$ cat config.mk
export PLATFORM = sky130hd
export DESIGN_NAME = logic_gate_unit
export DESIGN_NICKNAME = d
export VERILOG_FILES = /design/src/rtl/logic_gate_unit.sv
export SDC_FILE = /design/constraint.sdc
export NUM_CORES = 1
export LEC_CHECK = 0
export CAP_MARGIN = 20
export CORE_AREA = 2 2 76 78
export DETAILED_ROUTE_END_ITERATION = 16
export DIE_AREA = 0 0 78 80
export PLACE_DENSITY = 0.81
export SLEW_MARGIN = 20
export SYNTH_ARGS = -nofsm -noshare
export SYNTH_HDL_FRONTEND = slang
export SYNTH_SLANG_ARGS = --single-unit
$ cat constraint.sdc
create_clock -name clk -period 2.55 [get_ports clk]
set_input_delay 0.6375 -clock clk [delete_from_list [all_inputs] [get_ports clk]]
set_output_delay 0.6375 -clock clk [all_outputs]
set_load 0.05 [all_outputs]
$ cat src/rtl/logic_gate_unit.sv
// logic_gate_unit
//   Streaming bitwise two-operand gate. One of eight ops is applied to
//   a/b, the result is registered behind a valid/ready handshake with a
//   one-entry skid buffer, and registered reduction flags plus a
//   saturating delivered-result counter are provided.
// Ports
//   clk, rst_n          clock, async active-low reset
//   a, b, op            operands and op select (sampled on accept)
//   in_valid, in_ready  upstream handshake (in_ready = skid empty)
//   y, y_all, y_any     registered result and its &/| reductions
//   out_valid, out_ready downstream handshake
//   count_clr           synchronous clear of result_count
//   result_count        saturating count of output handshakes

// One result bit. The op decode is shared; each lane sees its own a/b bit.
module logic_gate_lane (
  input  logic [2:0] i_op,
  input  logic       i_a,
  input  logic       i_b,
  output logic       o_y
);
  always_comb begin
    o_y = 1'b0;
    case (i_op)
      3'b000: o_y =   i_a & i_b;
      3'b001: o_y =   i_a | i_b;
      3'b010: o_y =   i_a ^ i_b;
      3'b011: o_y = ~(i_a & i_b);
      3'b100: o_y = ~(i_a | i_b);
      3'b101: o_y = ~(i_a ^ i_b);
      3'b110: o_y =  ~i_a;
      default: o_y =  i_a;
    endcase
  end
endmodule

module logic_gate_unit #(
  parameter int WIDTH   = 8,
  parameter int COUNT_W = 16
) (
  input  logic               clk,
  input  logic               rst_n,
  input  logic [WIDTH-1:0]   a,
  input  logic [WIDTH-1:0]   b,
  input  logic [2:0]         op,
  input  logic               in_valid,
  output logic               in_ready,
  output logic [WIDTH-1:0]   y,
  output logic               y_all,
  output logic               y_any,
  output logic               out_valid,
  input  logic               out_ready,
  input  logic               count_clr,
  output logic [COUNT_W-1:0] result_count
);

  logic [WIDTH-1:0]   w_res;
  logic [WIDTH-1:0]   w_load_y;
  logic               w_acc;
  logic               w_drain;
  logic               w_main_free;

  logic               r_main_vld;
  logic [WIDTH-1:0]   r_main_y;
  logic               r_main_all;
  logic               r_main_any;
  logic               r_skid_vld;
  logic [WIDTH-1:0]   r_skid_y;
  logic [COUNT_W-1:0] r_cnt;

  for (genvar i = 0; i < WIDTH; i++) begin : g_lane
    logic_gate_lane u_lane (
      .i_op (op),
      .i_a  (a[i]),
      .i_b  (b[i]),
      .o_y  (w_res[i])
    );
  end

  // in_ready is purely the registered skid state, so upstream never sees a
  // combinational path from out_ready.
  assign in_ready    = !r_skid_vld;
  assign w_acc       = in_valid && !r_skid_vld;
  assign w_drain     = r_main_vld && out_ready;
  assign w_main_free = !r_main_vld || w_drain;
  // A full skid always has priority for the main slot; it blocks accepts.
  assign w_load_y    = r_skid_vld ? r_skid_y : w_res;

  always_ff @(posedge clk or negedge rst_n) begin
    if (!rst_n) begin
      r_main_vld <= 1'b0;
      r_main_y   <= '0;
      r_main_all <= 1'b0;
      r_main_any <= 1'b0;
      r_skid_vld <= 1'b0;
      r_skid_y   <= '0;
    end else if (w_main_free) begin
      if (r_skid_vld || w_acc) begin
        r_main_vld <= 1'b1;
        r_main_y   <= w_load_y;
        // Flags come from the value being loaded so they always match y.
        r_main_all <= &w_load_y;
        r_main_any <= |w_load_y;
      end else begin
        r_main_vld <= 1'b0;
      end
      r_skid_vld <= 1'b0;
    end else if (w_acc) begin
      r_skid_vld <= 1'b1;
      r_skid_y   <= w_res;
    end
  end

  always_ff @(posedge clk or negedge rst_n) begin
    if (!rst_n)
      r_cnt <= '0;
    else if (count_clr)
      r_cnt <= '0;
    else if (w_drain && (r_cnt != {COUNT_W{1'b1}}))
      r_cnt <= r_cnt + COUNT_W'(1);
  end

  assign y            = r_main_y;
  assign y_all        = r_main_all;
  assign y_any        = r_main_any;
  assign out_valid    = r_main_vld;
  assign result_count = r_cnt;

endmodule

==> summary.txt <==
Synthesis
  – Largest family of logic cells by synthesized area: simple AND/OR/NAND/NOR gates
  – XOR/XNOR Fraction of Synth Area: 4.01%
  – Most common library cells after synthesis: dfrtp_1, nand2_1, nor2_1
  – Simple-Gate Fraction of Synth Area: ~23%
  – Post-synthesis register bit count: 36
  – Syn nets: between 300 and 400
  – Mux share of post-synthesis cell area: roughly 5.4%
  – Most common flop cell mapped by yosys: dfrtp_1
  – Post-synth ARST share: between 90% and 100%
  – Post-synth EDFFs: 0
  – Synth Warn #: 0
  – Yosys cell types: between 50 and 60
  – Largest cells by area after synthesis: dfrtp_1, ha_1, nand2_1
  – Post-Synthesis Cells: 314
  – Compound-Gate Fraction of Synth Area: 19.2%
  – Mapped Area: 0.00262 mm2
  – Leading area contributor after synthesis: dfrtp_1
  – Syn_area_per_cell: 8.35 um2
  – Post-synthesis sequential area ratio: about a third
  – Post-synth top area share: roughly a third
  – Adder-cell share of the synthesized area: 8.11%

STA
  – Hold Slack: 0.493 ns
  – Setup tns final: 0 ns
  – Rel. slew slack: approximately two fifths
  – Skew final: 0.00530 ns
  – Crit path time final: 2.54 ns
  – Worst slew pin tran: 0.866 ns
  – Final period util: 99.8%
  – Max frequency: ~0.39 GHz
  – Setup violations, final: 0
  – Final Hold Viols: 0
  – Pins Over Slew Limit: 0
  – RSZ-0062 raised after global routing: true

Placed design
  – Port Buf Inserts: 51
  – Gpl congestion: 0.810
  – DP HPWL: around 4800 um

Worst setup path
  – Flop-to-flop setup slack: 0.37 ns
  – CP endpoint kind: flip-flop
  – WS Path Type: in -> reg
  – Crit Reg-Reg Startpoint: result_count[6]
  – Worst r2r dst: result_count[15]
  – Worst R2R Path Depth: 6
  – Kind of start point of the critical path: input pin
  – CP max FO: 2
  – Worst endpoint required time: around 2.8 ns
  – CP arrival: 2.74 ns

Pwr
  – Peak VDD IR: 0.391 mV
  – PD cells: 503 mW/mm2
  – Lkg Pwr: 0.00169 uW

Finish
  – ANT cells: 0
  – Layout net count: between 400 and 500
  – Ratio of cells with drive above 1 in the final layout: 20.8%
  – Layout area overhead: 41.1%

Hold path
  – Hold Path Cell Cnt: 2
  – Hold EP: y[6]
  – Min-delay worst type: reg -> reg
  – Hold Startpoint: y[6]

Flow run
  – Maximum capacitance violations: 0

Die
  – Starting Density: between 40% and 50%
  – Die area: 0.00624 mm2
  – Core area: 0.00541 mm2
  – Die X: 78 um
  – Rows: 27
  – Die height: 80 um
  – Io pins: 52

Clocking
  – Total CTS buffers: 5
  – H-tree levels: 2
  – Clock Latency Late Sink: 0.29 ns
  – CTS Root Cell: clkbuf_8
  – Worst-path clk slew: 0.07 ns
  – CTS max path bufs: 2
  – CTS Sinks: 36
  – Hold_buf cts: 0
  – CTS tree: built

Drt
  – DRT Pass-1 Iters: 5
  – Vias: 2716
  – Vias per cell: 5.72
  – Routed Wire Length: 7300 um
  – Wire per inst: 15.4 um
  – DR iter-0 viols: 212
  – Detail Route Antenna Nets: 0
  – DRC errors left: 0

Global route
  – Largest net degree at the start of global routing: 37
  – GRT Total Usage: 23.3%
  – Initial antenna violation count: 0
  – Vias in the first global route: roughly 2600
  – Gr ovfl total: 0
  – First-pass GRT wire length: 11700 um

Outcome
  – Status: finished clean
metrics by stage:
step | area [um2] | cells | utilization (%) | setup slack, ns | total power (uW)
finish | 3700 | 475 | 68.4 | 0.00586 | 1860
floorplan | 2620 | 314 | - | 0.0140 | 1070
CTS | 3620 | 474 | 67.1 | 0.00129 | 1830
global placement | 3420 | 458 | 63.3 | -0.549 | 1290
detailed placement | 3420 | 458 | 63.3 | -0.587 | 1310
global route | 3700 | 475 | 68.4 | -0.105 | 1960
layout by cell type, fill, tap and decap left out, drive strengths merged, types with 2 or more instances in the layout:
master	n
a211oi	4
a21o	3
a21oi	11
a222oi	2
a31oi	6
a32oi	2
and3b	2
and4	4
buf	45
clkbuf	8
clkdlybuf4s50	39
dfrtp	36
dlygate4sd2	5
dlymetal6s2s	3
ha	17
inv	25
mux2	6
mux2i	7
nand2	36
nand2b	9
nand3	8
nand3b	2
nand4	5
nor2	33
nor2b	9
nor3	5
o21ai	20
o221ai	3
o22ai	2
o311a	2
o31a	2
o31ai	4
or2	3
or3	3
xnor2	7
xor2	5
state kept, by name (all words and copies together), names as in the netlist:
signal	flops
y_any	1
r_skid_vld	1
result_count	16
y_all	1
r_skid_y	8
out_valid	1
y	8
routing by layer:
metal,GRT usage (%),wire [um],vias up
met5,0,0,-
met2,38.5,3600,103
met4,5.96,108,0
met1,30.9,3190,1299
li1,-,-,1299
met3,5.54,402,15
power breakdown:
part | internal [uW] | switching (uW)
combinational | 288 | 391
clock | 290 | 203
sequential | 640 | 49.7
total | 1220 | 643
timing repair:
item,in CTS,in global routing
pin swaps,12,13
resized for setup,21,21
gates cloned,1,0
setup endpoints to repair,3,5
buffers inserted,7,1
worst max-delay path: stages:
cell and delay (ns):
clkdlybuf4s50_1 0.49, inv_1 0.05, ha_1 0.19, nor2_2 0.14, o32a_1 0.17, a21oi_2 0.09
o31ai_2 0.25, or4b_4 0.51, o31ai_2 0.20
layout make-up:
type,count,area (um2)
Sequential cell,36,901
Clock buffer,6,72.6
Clock inverter,2,35.0
Fill cell,406,1710
Inverter,25,93.8
Tap cell,72,90.1
Timing Repair Buffer,95,842
Multi-Input combinational cell,239,1670
cells by family after synthesis:
group | after synthesis
compound gates | 74
simple gates | 123
flops | 36
xor+xnor | 12
fa+ha+maj | 17
mux | 13
buf+inv | 39
how the worst max path moves through the flow:
| stage | end | start |
|---|---|---|
| floorplan | y_all | a[6] |
| global placement | y_all | a[6] |
| detailed placement | y_all | a[6] |
| CTS | y_all | a[6] |
| global route | y_all | b[2] |
| finish | y_all | b[2] |
No activity file was read; power rests on OpenSTA's default activity.
